**src/rtl/word_packer.sv**
```systemverilog
// Packs the byte stream from one selected decryptor into 32-bit words, first byte
// in the most significant lane. Partial words flush on idle timeout or source change.
module word_packer #(
  parameter int unsigned MST_DWIDTH   = 32,
  parameter int unsigned SYS_DWIDTH   = 8,
  parameter int unsigned IDLE_TIMEOUT = 8
) (
  input  logic                  clk_sys,
  input  logic                  rst_n,
  input  logic [1:0]            select,
  input  logic [SYS_DWIDTH-1:0] data0_i,
  input  logic                  valid0_i,
  input  logic [SYS_DWIDTH-1:0] data1_i,
  input  logic                  valid1_i,
  input  logic [SYS_DWIDTH-1:0] data2_i,
  input  logic                  valid2_i,
  output logic [MST_DWIDTH-1:0] data_o,
  output logic                  valid_o,
  input  logic                  ready_i,
  output logic [3:0]            keep_o,
  output logic                  overflow_o
);

  localparam int unsigned LANES = 4;
  localparam int unsigned TW    = (IDLE_TIMEOUT > 2) ? $clog2(IDLE_TIMEOUT) : 1;

  logic [MST_DWIDTH-1:0] acc_q, acc_n, acc_w;
  logic [1:0]            cnt_q, cnt_n;
  logic [1:0]            sel_q, sel_n;
  logic [TW-1:0]         tmr_q, tmr_n;
  logic                  pend_q, pend_n;
  logic [3:0]            pkeep_q, pkeep_n;
  logic [MST_DWIDTH-1:0] data_n;
  logic [3:0]            keep_n;
  logic                  valid_n, ovf_n;

  logic [SYS_DWIDTH-1:0] byte_c;
  logic                  byte_in_c;
  logic                  slot_free_c;
  logic                  load_out_c;
  logic [MST_DWIDTH-1:0] out_word_c;
  logic [3:0]            out_keep_c;

  // Lane mask for a word holding c bytes, filled from lane 3 downward.
  function automatic logic [3:0] keep_of(input logic [1:0] c);
    return ~(4'b1111 >> c);
  endfunction

  // Source mux: only the channel named by select can deliver a byte.
  always_comb begin
    byte_c    = '0;
    byte_in_c = 1'b0;
    case (select)
      2'd0: begin byte_c = data0_i; byte_in_c = valid0_i; end
      2'd1: begin byte_c = data1_i; byte_in_c = valid1_i; end
      2'd2: begin byte_c = data2_i; byte_in_c = valid2_i; end
      default: begin byte_c = '0; byte_in_c = 1'b0; end
    endcase
  end

  // Accumulator with the current byte dropped into lane cnt_q.
  always_comb begin
    acc_w = acc_q;
    for (int unsigned k = 0; k < LANES; k++) begin
      if (cnt_q == 2'(k)) acc_w[MST_DWIDTH-1-SYS_DWIDTH*k -: SYS_DWIDTH] = byte_c;
    end
  end

  // Next-state: commit triggers, pending commit and output slot handling.
  always_comb begin
    acc_n       = acc_q;
    cnt_n       = cnt_q;
    sel_n       = sel_q;
    tmr_n       = tmr_q;
    pend_n      = pend_q;
    pkeep_n     = pkeep_q;
    ovf_n       = overflow_o;
    data_n      = data_o;
    keep_n      = keep_o;
    valid_n     = valid_o && !ready_i;
    load_out_c  = 1'b0;
    out_word_c  = acc_q;
    out_keep_c  = '0;
    slot_free_c = !valid_o || ready_i;

    if (pend_q) begin
      if (byte_in_c) ovf_n = 1'b1;
      if (slot_free_c) begin
        load_out_c = 1'b1;
        out_keep_c = pkeep_q;
        pend_n     = 1'b0;
        acc_n      = '0;
        cnt_n      = '0;
        tmr_n      = '0;
      end
    end else if (cnt_q != 2'd0 && select != sel_q) begin
      if (slot_free_c) begin
        load_out_c = 1'b1;
        out_keep_c = keep_of(cnt_q);
        acc_n      = '0;
        cnt_n      = '0;
        tmr_n      = '0;
        sel_n      = select;
        if (byte_in_c) begin
          acc_n[MST_DWIDTH-1 -: SYS_DWIDTH] = byte_c;
          cnt_n = 2'd1;
        end
      end else begin
        pend_n  = 1'b1;
        pkeep_n = keep_of(cnt_q);
        if (byte_in_c) ovf_n = 1'b1;
      end
    end else if (byte_in_c) begin
      tmr_n = '0;
      sel_n = select;
      if (cnt_q == 2'd3) begin
        if (slot_free_c) begin
          load_out_c = 1'b1;
          out_word_c = acc_w;
          out_keep_c = 4'b1111;
          acc_n      = '0;
          cnt_n      = '0;
        end else begin
          pend_n  = 1'b1;
          pkeep_n = 4'b1111;
          acc_n   = acc_w;
        end
      end else begin
        acc_n = acc_w;
        cnt_n = 2'(cnt_q + 2'd1);
      end
    end else if (cnt_q != 2'd0) begin
      if (tmr_q == TW'(IDLE_TIMEOUT - 1)) begin
        if (slot_free_c) begin
          load_out_c = 1'b1;
          out_keep_c = keep_of(cnt_q);
          acc_n      = '0;
          cnt_n      = '0;
          tmr_n      = '0;
        end else begin
          pend_n  = 1'b1;
          pkeep_n = keep_of(cnt_q);
        end
      end else begin
        tmr_n = TW'(tmr_q + TW'(1));
      end
    end else begin
      sel_n = select;
      tmr_n = '0;
    end

    if (load_out_c) begin
      data_n  = out_word_c;
      keep_n  = out_keep_c;
      valid_n = 1'b1;
    end
  end

  always_ff @(posedge clk_sys or negedge rst_n) begin
    if (!rst_n) begin
      acc_q      <= '0;
      cnt_q      <= '0;
      sel_q      <= '0;
      tmr_q      <= '0;
      pend_q     <= 1'b0;
      pkeep_q    <= '0;
      data_o     <= '0;
      keep_o     <= '0;
      valid_o    <= 1'b0;
      overflow_o <= 1'b0;
    end else begin
      acc_q      <= acc_n;
      cnt_q      <= cnt_n;
      sel_q      <= sel_n;
      tmr_q      <= tmr_n;
      pend_q     <= pend_n;
      pkeep_q    <= pkeep_n;
      data_o     <= data_n;
      keep_o     <= keep_n;
      valid_o    <= valid_n;
      overflow_o <= ovf_n;
    end
  end

endmodule

```
**config.mk**
```make
export PLATFORM = sky130hd
export DESIGN_NAME = word_packer
export DESIGN_NICKNAME = d
export VERILOG_FILES = /design/src/rtl/word_packer.sv
export SDC_FILE = /design/constraint.sdc
export NUM_CORES = 1
export LEC_CHECK = 0
export CAP_MARGIN = 20
export CORE_MARGIN = 2
export CORE_UTILIZATION = 58
export DETAILED_ROUTE_END_ITERATION = 10
export HOLD_SLACK_MARGIN = 0.1
export PLACE_DENSITY = 0.83
export SYNTH_ARGS = -nofsm -noshare
export SYNTH_HDL_FRONTEND = slang
export SYNTH_SLANG_ARGS = --single-unit
```
**constraint.sdc**
```tcl
create_clock -name clk_sys -period 5.4 [get_ports clk_sys]
set_input_delay 0.81 -clock clk_sys [delete_from_list [all_inputs] [get_ports clk_sys]]
set_output_delay 0.81 -clock clk_sys [all_outputs]
set_load 0.02 [all_outputs]
```
==> results of run 1 <==
layout make-up:
cell class	instances	area (um^2)
fill	522	1930
clock inverter	7	71.3
timing repair buffer	73	751
multi-input combinational	238	2050
tap	99	124
clock buffer	9	124
inverter	30	113
sequential	82	2050
state kept, by name, indices dropped and copies added, names as in the netlist:
name,flops
data_o,32
tmr_q,3
pkeep_q,4
acc_q,32
valid_o,1
keep_o,4
pend_q,1
sel_q,2
overflow_o,1
cnt_q,2
layer usage:
metal | track usage | part of all wire | wire, um | vias to the layer above
li1 | - | - | - | 1503
met1 | 0.359 | 0.46 | 4310 | 1594
met2 | 0.368 | 0.47 | 4350 | 120
met3 | 0.0495 | 0.059 | 548 | 13
met4 | 0.0808 | 0.014 | 130 | 0
met5 | 0 | 0 | 0 | -
per-stage QoR:
| stage | cells | util | total power, W | worst slack (ns) |
|---|---|---|---|---|
| 2_1_floorplan | 370 | - | 0.00173 | 2.87 |
| 3_3_place_gp | 520 | 0.699 | 0.00207 | 1.02 |
| 3_5_place_dp | 520 | 0.699 | 0.00210 | 0.838 |
| 4_1_cts | 536 | 0.726 | 0.00254 | 1.24 |
| 5_1_grt | 538 | 0.733 | 0.00272 | 1.49 |
| 6_report | 538 | 0.733 | 0.00256 | 1.66 |
worst max-delay path: stages:
cell and delay [ns]:
clkdlybuf4s50_1 0.88, mux2i_1 0.38, o21a_1 0.64, mux2i_1 0.32, a21oi_4 0.33, buf_12 0.24, mux2_2 0.37
power groups by stage:
stage	Sequential (W)	Combinational (W)	Clock (W)
floorplan	0.000950	0.000778	0
global placement	0.000886	0.00118	0
detailed placement	0.000893	0.00121	0
CTS	0.000884	0.00121	0.000442
global route	0.000907	0.00134	0.000471
finish	0.000884	0.00124	0.000434
how the worst max path moves through the flow:
stage,from,to,depth (start not counted)
after global placement,select[1],data_o[6]$_DFFE_PN0P_,6
after floorplan,select[1],data_o[13]$_DFFE_PN0P_,7
after global routing,select[1],data_o[2]$_DFFE_PN0P_,7
after CTS,select[1],data_o[2]$_DFFE_PN0P_,6
final,select[1],data_o[2]$_DFFE_PN0P_,7
after detailed placement,select[1],data_o[2]$_DFFE_PN0P_,6
layout by cell type (no fill, tap or decap), drive strengths merged, types with 2 or more instances in the layout:
cell / Yosys / final
nand2b: 3 / 3
mux2i: 34 / 34
o21ai: 14 / 14
inv: 29 / 33
a31oi: 3 / 3
buf: 11 / 5
a22o: 10 / 10
ha: 7 / 7
dfrtp: 82 / 82
a32o: 9 / 9
mux2: 53 / 53
o211ai: 3 / 3
a211o: 2 / 2
a21o: 2 / 2
clkinvlp: 0 / 2
clkdlybuf4s50: 0 / 68
o22ai: 17 / 17
nor2b: 2 / 2
o31ai: 4 / 4
nand3: 7 / 7
clkinv: 1 / 2
xnor2: 2 / 2
nor4: 5 / 5
a221oi: 2 / 2
o2bb2ai: 10 / 10
nor2: 8 / 8
clkbuf: 9 / 9
nor3: 4 / 4
nand2: 16 / 16
a21oi: 8 / 8
cells by family after synthesis:
group                    count (synthesis)
XOR/XNOR                                 2
multiplexers                            87
AO/OA/AOI/OAI                           91
AND/OR/NAND/NOR                         51
buffers and inverters                   50
adder cells (fa/ha/maj)                  7
flip-flops                              82
==> results.ini, run 1 <==
[status]
status = completed

[critical_path]
crit_type = input port to register
worstReg2RegEnd = acc_q[1]$_DFFE_PN0P_
reg2reg_slack_ns = 2.33
cp-end-kind = register
ff2ff_path_depth = 6
reg2reg_from = cnt_q[1]$_DFFE_PN0P_
cp.required_ns = 5.65
crit_arrival_ns = 3.99
cp_max_fo = 32
critPathLaunchType = input port

[floorplan]
start_util = 0.595
die_h_um = 90.0
core.rowCount = 31
dieWidth_um = 90.0
ios = 70
core_um2 = 7210
dieArea_um2 = 8110

[pwr]
p_clk_frac = 0.169
switching_share = 0.412
leakage_nw = 2.28
intPower_w = 0.00150
combPwrFrac = 0.485
ir_worst_vdd_mv = 0.360
power.switching_w = 0.00106
power_frac_seq = 0.345
power_density_nw_per_um2 = 484

[logic_synthesis]
synth_edf_count = 0
synth_most_common_cell = dfrtp_1
synth_top_area_cell = dfrtp_1
synth_cell_types = 51
synth_nets = 409
muxShareOfSynthArea = 0.218
syn_avg_cell_area_um2 = 11.6
synth_xor_area_frac = 0.00408
netlist_top_cells_count = dfrtp_1 (82), mux2_2 (41), mux2i_1 (34)
synth_top_family_by_area = multiplexers
synthSimpleGateAreaFrac = 0.0685
synth.ff_latch_count = 82
synth-compound-area-share = 0.164
seq_area_frac_synth = 0.478
synthAdderAreaFrac = 0.0204
synthFlopType = dfrtp_1
ys_warn_count = 0
synthArstFlopShare = 1.00
netlist_top_cells_area = dfrtp_1 (48%), mux2_2 (11%), mux2i_1 (7.9%)
synth_top_area_frac = 0.478
synth_cells = 370
synthesis.area_um2 = 4290

[routing]
wl_per_cell_um = 17.4
ant_nets = 0
first_iter_violations = 276
drt_pass1_iterations = 5
via_per_inst = 6.00
wirelength_um = 9340
drcViolationCount = 0
vias = 3230

[clock_tree]
clock-sinks = 82
cts.clk_slew.worst_paths_ns = 0.10
cts-resized-gates = 0
insertion_delay_ns = 0.36
numCtsBuffers = 9
cts_max_path_buffers = 2
clock-root-buffer = clkbuf_8
cts_tree = built
htreeDepth = 3
cts_setup_buffers = 0
holdBufCountCts = 0

[placed_design]
gp_congestion = 0.874
placed_cell_area_um2 = 5040
port_buffers = 69
dp_hpwl_um = 6580

[global_routing]
grt_overflow = 0
antenna_found_initial = 0
grt_pass1_vias = 3263
grt_max_degree = 83
gr-usage-all-layers = 0.245
grt_pass1_wl_um = 16200

[timing]
rsz0062_at_grt = no
setup-tns-final_ns = 0
fin_crit_ns = 3.74
report.final.slew_viol_count = 0
finalCritPeriodShare = 0.693
worstMarginPinSlew_ns = 0.936
fin_worst_skew_ns = 0.0124
max-slew-margin-rel = 0.376
whs_ns = 0.297
final-setup-viol-count = 0
finalHoldViolCount = 0
max_freq_ghz = 0.267

[flow_run]
cap_viol_max_count = 0

[layout]
syn_to_final_growth_pct = 23.2
nets = 473
fin_area_um2 = 5290
num_antenna_cells = 0
drive_above_1_share = 0.164

[hold_path]
hold_path_class = input port to asynchronous set/reset pin

(Power assumes the default switching activity.)
==> run 2: changes to the inputs <==
--- a/config.mk
+++ b/config.mk
@@ -7,10 +7,10 @@
 export LEC_CHECK = 0
 export CAP_MARGIN = 20
 export CORE_MARGIN = 2
-export CORE_UTILIZATION = 58
+export CORE_UTILIZATION = 54
 export DETAILED_ROUTE_END_ITERATION = 10
 export HOLD_SLACK_MARGIN = 0.1
-export PLACE_DENSITY = 0.83
+export PLACE_DENSITY = 0.78
 export SYNTH_ARGS = -nofsm -noshare
 export SYNTH_HDL_FRONTEND = slang
 export SYNTH_SLANG_ARGS = --single-unit
==> constraint.sdc (replaced) <==
create_clock -name clk_sys -period 3.6 [get_ports clk_sys]
set_input_delay 0.54 -clock clk_sys [delete_from_list [all_inputs] [get_ports clk_sys]]
set_output_delay 0.54 -clock clk_sys [all_outputs]
set_load 0.02 [all_outputs]
==> run 2 against run 1 <==
  * Cell count is 3.0% higher
  * Critical path depth stayed put
  * Clock skew is 0.0017 ns higher
  * Setup slack worse by 0.83 ns
  * Critical endpoint is now data_o[23]$_DFFE_PN0P_
==> results.ini, run 2 (same netlist as run 1, synthesis figures left out) <==
[clock_tree]
cts.clk_slew.worst_paths_ns = 0.08
cts-resized-gates = 0
cts_setup_buffers = 0
cts_max_path_buffers = 2
numCtsBuffers = 9
clock-sinks = 82
holdBufCountCts = 0
cts_tree = built
insertion_delay_ns = 0.36
clock-root-buffer = clkbuf_8
htreeDepth = 3

[global_routing]
grt_pass1_vias = 3290
grt_max_degree = 83
antenna_found_initial = 0
gr-usage-all-layers = 0.234
grt_pass1_wl_um = 16200
grt_overflow = 0

[critical_path]
cp_top_family = buffers and inverters
cp.required_ns = 3.84
crit_arrival_ns = 3.01
cp_max_fo = 15
crit_cells = 7
ff2ff_path_depth = 6
cp_slowest_stage_delay_ns = 0.52
crit_path_top_delay_cell = clkdlybuf4s50_1
crit_chain = clkdlybuf4s50_1 > xnor2_1 > a21oi_4 > buf_4 > nor4_4 > mux2_2 > mux2_1
crit_type = input port to register
crit_buf_inv = 2
cp-end-kind = register
critPathLaunchType = input port

[pwr]
p_clk_frac = 0.176
power_density_nw_per_um2 = 740
power_frac_seq = 0.326
intPower_w = 0.00241
switching_share = 0.397
combPwrFrac = 0.498
leakage_nw = 2.35
power.switching_w = 0.00159
ir_worst_vdd_mv = 0.434

[floorplan]
core_um2 = 7730
core.rowCount = 32
dieArea_um2 = 8680
dieWidth_um = 93.2
start_util = 0.556
die_h_um = 93.2
ios = 70

[routing]
wirelength_um = 9500
drt_pass1_iterations = 4
ant_nets = 0
via_per_inst = 5.86
wl_per_cell_um = 17.1
drcViolationCount = 0
vias = 3246
first_iter_violations = 190

[layout]
num_antenna_cells = 0
layout_common_cells = dfrtp_1 (82), clkdlybuf4s50_1 (68), mux2_2 (41)
syn_to_final_growth_pct = 25.9
nets = 486
drive_above_1_share = 0.188
reg.largest.list = acc_q (32), data_o (32)
layout_commonest_cell = dfrtp_1

[hold_path]
hold_path_class = input port to asynchronous set/reset pin

[timing]
max_freq_ghz = 0.361
fin_crit_ns = 2.77
worstMarginPinSlew_ns = 0.753
final-setup-viol-count = 0
fin_worst_skew_ns = 0.0141
report.final.slew_viol_count = 0
finalCritPeriodShare = 0.770
max-slew-margin-rel = 0.494
rsz0062_at_grt = no
setup-tns-final_ns = 0
finalHoldViolCount = 0
setup_ws_ns = 0.828

[placed_design]
port_buffers = 69
pre_cts_slack_ns = 0.336
gp_congestion = 0.880
dp_hpwl_um = 6750

[status]
status = completed

[flow_run]
cap_viol_max_count = 0

==> run 2: changes by cell type in the layout (fill, tap and decap cells not counted), sizes merged <==
cell    previous run  this run
inv               33        31
bufinv             0         1
clkbuf             9        10
buf                5        18
==> run 2: layer usage <==
layer | wire (um) | track usage
met1 | 4460 | 0.334
met2 | 4390 | 0.367
met3 | 502 | 0.0338
met4 | 141 | 0.0809
met5 | 0 | 0
==> run 2: worst reg2reg max path, delay by kind of cell, from the launching register on <==
family | cells | cell delay, ns
mux | 2 | 0.68
buf+inv | 1 | 0.16
flops | 1 | 0.48
simple gates | 2 | 0.78
fa+ha+maj | 1 | 0.44
==> run 2: cell type report <==
| type | instances | area [um^2] |
|---|---|---|
| Timing Repair Buffer | 86 | 848 |
| Sequential cell | 82 | 2050 |
| Multi-Input combinational cell | 238 | 2050 |
| Tap cell | 102 | 128 |
| Clock inverter | 6 | 73.8 |
| Inverter | 30 | 113 |
| Clock buffer | 10 | 138 |
| Fill cell | 568 | 2320 |
==> run 2: metrics by stage <==
| step | instance area, um^2 | std cells | utilization | total power (W) | hold WS (ns) |
|---|---|---|---|---|---|
| final | 5410 | 554 | 0.699 | 0.00400 | 0.141 |
| after global routing | 5410 | 554 | 0.699 | 0.00424 | 0.185 |
| after CTS | 5360 | 552 | 0.693 | 0.00395 | 0.399 |
| after detailed placement | 5150 | 536 | 0.666 | 0.00325 | 0.461 |
| after global placement | 5150 | 536 | 0.666 | 0.00320 | 0.448 |
| after floorplan | 4290 | 370 | - | 0.00259 | 0.244 |
==> run 2: path summary, 6_finish.rpt <==
| check | startpoint | end | slack, ns |
|---|---|---|---|
| min in group clk_sys | overflow_o$_DFFE_PN0P_ | overflow_o$_DFFE_PN0P_ | 0.48 |
| setup / recovery | select[0] | data_o[23]$_DFFE_PN0P_ | 0.83 |
| max in group asynchronous | rst_n | data_o[9]$_DFFE_PN0P_ | 2.86 |
| hold / removal | rst_n | tmr_q[0]$_DFF_PN0_ | 0.14 |
| hold reg to reg | overflow_o$_DFFE_PN0P_ | overflow_o$_DFFE_PN0P_ | 0.48 |
| setup reg to reg | cnt_q[1]$_DFFE_PN0P_ | data_o[25]$_DFFE_PN0P_ | 0.94 |
==> run 2: power groups by stage <==
stage	logic (W)	registers (W)	clock network [W]
6_report	0.00199	0.00131	0.000705
5_1_grt	0.00216	0.00133	0.000748
4_1_cts	0.00193	0.00131	0.000713
3_5_place_dp	0.00192	0.00132	0
3_3_place_gp	0.00189	0.00131	0
2_1_floorplan	0.00117	0.00142	0
==> run 3: changes to the inputs <==
--- a/config.mk
+++ b/config.mk
@@ -7,10 +7,10 @@
 export LEC_CHECK = 0
 export CAP_MARGIN = 20
 export CORE_MARGIN = 2
-export CORE_UTILIZATION = 54
+export CORE_UTILIZATION = 48
 export DETAILED_ROUTE_END_ITERATION = 10
 export HOLD_SLACK_MARGIN = 0.1
-export PLACE_DENSITY = 0.78
+export PLACE_DENSITY = 0.73
 export SYNTH_ARGS = -nofsm -noshare
 export SYNTH_HDL_FRONTEND = slang
 export SYNTH_SLANG_ARGS = --single-unit
==> constraint.sdc (replaced) <==
create_clock -name clk_sys -period 2.4 [get_ports clk_sys]
set_input_delay 0.36 -clock clk_sys [delete_from_list [all_inputs] [get_ports clk_sys]]
set_output_delay 0.36 -clock clk_sys [all_outputs]
set_load 0.02 [all_outputs]
==> run 3 against run 2 <==
  * Clock skew fell by 0.0019 ns
  * Register-to-register slack got worse by 0.76 ns
  * Total power is 61% higher
  * Cell count is 8.8% higher
==> results.ini, run 3 (same netlist as run 1, synthesis figures left out) <==
[pwr]
leakage_nw = 2.58
ir_worst_vdd_mv = 0.704
power_density_nw_per_um2 = 1110

[global_routing]
grt_overflow = 0
antenna_found_initial = 0
gr-usage-all-layers = 0.218
grt_max_degree = 43
grt_pass1_wl_um = 17000
grt_pass1_vias = 3369

[clock_tree]
insertion_delay_ns = 0.36
clock-root-buffer = clkbuf_8
cts_tree = built
numCtsBuffers = 9
htreeDepth = 3
cts.clk_slew.worst_paths_ns = 0.09
clock-sinks = 82
cts_max_path_buffers = 2

[critical_path]
reg2reg_slack_ns = 0.18
crit_path_top_delay_cell = clkdlybuf4s50_1
startpoint = select[1]
cp-end-kind = register
cp_slowest_stage_delay_ns = 0.57
crit_buf_inv = 2
crit_type = input port to register
cp_common_cell = mux2i_1
cp_top_family = multiplexers
cp_max_fo = 27
critPathLaunchType = input port
ff2ff_path_depth = 9
crit_cells = 7
reg2reg_from = cnt_q[1]$_DFFE_PN0P_
crit_arrival_ns = 2.53
crit_chain = clkdlybuf4s50_1 > mux2i_1 > o21a_1 > mux2i_1 > a21oi_4 > buf_12 > mux2_1
cp.required_ns = 2.64

[layout]
drive_above_1_share = 0.263
reg.largest.list = acc_q (32), data_o (32)
layout_common_cells = dfrtp_1 (82), clkdlybuf4s50_1 (68), buf_4 (56)
nets = 529
syn_to_final_growth_pct = 34.7
num_antenna_cells = 0
layout_commonest_cell = dfrtp_1

[routing]
first_iter_violations = 272
vias = 3367
drt_pass1_iterations = 4
wirelength_um = 10300
ant_nets = 0
wl_per_cell_um = 17.0
via_per_inst = 5.58
drcViolationCount = 0

[floorplan]
core.rowCount = 34
die_h_um = 98.6
start_util = 0.495
core_um2 = 8680
dieWidth_um = 98.6
dieArea_um2 = 9720
ios = 70

[hold_path]
holdPathStages = 1
hold_path_class = register to register
holdCritStartpoint = overflow_o$_DFFE_PN0P_

[timing]
report.final.slew_viol_count = 0
finalHoldViolCount = 0
worstMarginPinSlew_ns = 0.531
rsz0062_at_grt = no
fin_worst_skew_ns = 0.0122
setup_ws_ns = 0.110
max-slew-margin-rel = 0.646
finalCritPeriodShare = 0.954
max_freq_ghz = 0.437
fin_crit_ns = 2.29
setup-tns-final_ns = 0
final-setup-viol-count = 0

[placed_design]
dp_hpwl_um = 7650
port_buffers = 69
gp_congestion = 0.972
pre_cts_slack_ns = -0.231

[status]
status = completed

[flow_run]
cap_viol_max_count = 0

==> run 3: worst reg2reg max path, stage by stage, from the launching register on <==
cell and delay, ns:
dfrtp_1 0.47, inv_1 0.12, ha_2 0.27, a21oi_4 0.23
buf_4 0.19, nor2_2 0.07, buf_4 0.16, a221oi_1 0.31
buf_4 0.21, o21ai_0 0.09
==> run 3: metal layers <==
| layer | track usage | vias up | wire [um] |
|---|---|---|---|
| met1 | 0.325 | 1635 | 4910 |
| li1 | - | 1617 | - |
| met5 | 0 | - | 0 |
| met3 | 0.0298 | 9 | 466 |
| met4 | 0.0738 | 0 | 126 |
| met2 | 0.331 | 106 | 4770 |
==> run 3: repair_timing <==
item / 4_1_cts / 5_1_grt
hold buffers: 1 / 0
endpoints found under the hold margin: 40 / 0
gates resized for setup: 1 / 2
endpoints found under the setup margin: 1 / 69
setup buffers: 0 / 0
==> run 3: path summary, 6_finish.rpt <==
path                                     endpoint
min in group asynchronous      tmr_q[1]$_DFF_PN0_
max reg2reg                  acc_q[3]$_DFFE_PN0P_
min                        overflow_o$_DFFE_PN0P_
max                        data_o[22]$_DFFE_PN0P_
max in group asynchronous    cnt_q[0]$_DFFE_PN0P_
min reg2reg                overflow_o$_DFFE_PN0P_
==> run 3: area by class of cell <==
cell class	instances	area, um^2
Fill cell	710	2890
Sequential cell	82	2050
Multi-Input combinational cell	238	2060
Tap cell	108	135
Inverter	30	113
Clock buffer	9	124
Clock inverter	7	105
Timing Repair Buffer	129	1190
==> run 3: where the power goes <==
group / internal, W / switching, W
clock network: 0.000604 / 0.000559
logic: 0.00163 / 0.00170
registers: 0.00174 / 0.000218
==> run 3: through the flow <==
stage / instances / utilization / hold slack [ns] / cell area, um^2 / total power (W)
6_report: 603 / 0.667 / 0.471 / 5780 / 0.00645
5_1_grt: 603 / 0.667 / 0.498 / 5780 / 0.00682
4_1_cts: 603 / 0.666 / 0.479 / 5780 / 0.00646
3_5_place_dp: 586 / 0.638 / 0.379 / 5530 / 0.00527
2_1_floorplan: 370 / - / 0.0644 / 4290 / 0.00389
3_3_place_gp: 586 / 0.638 / 0.370 / 5530 / 0.00522
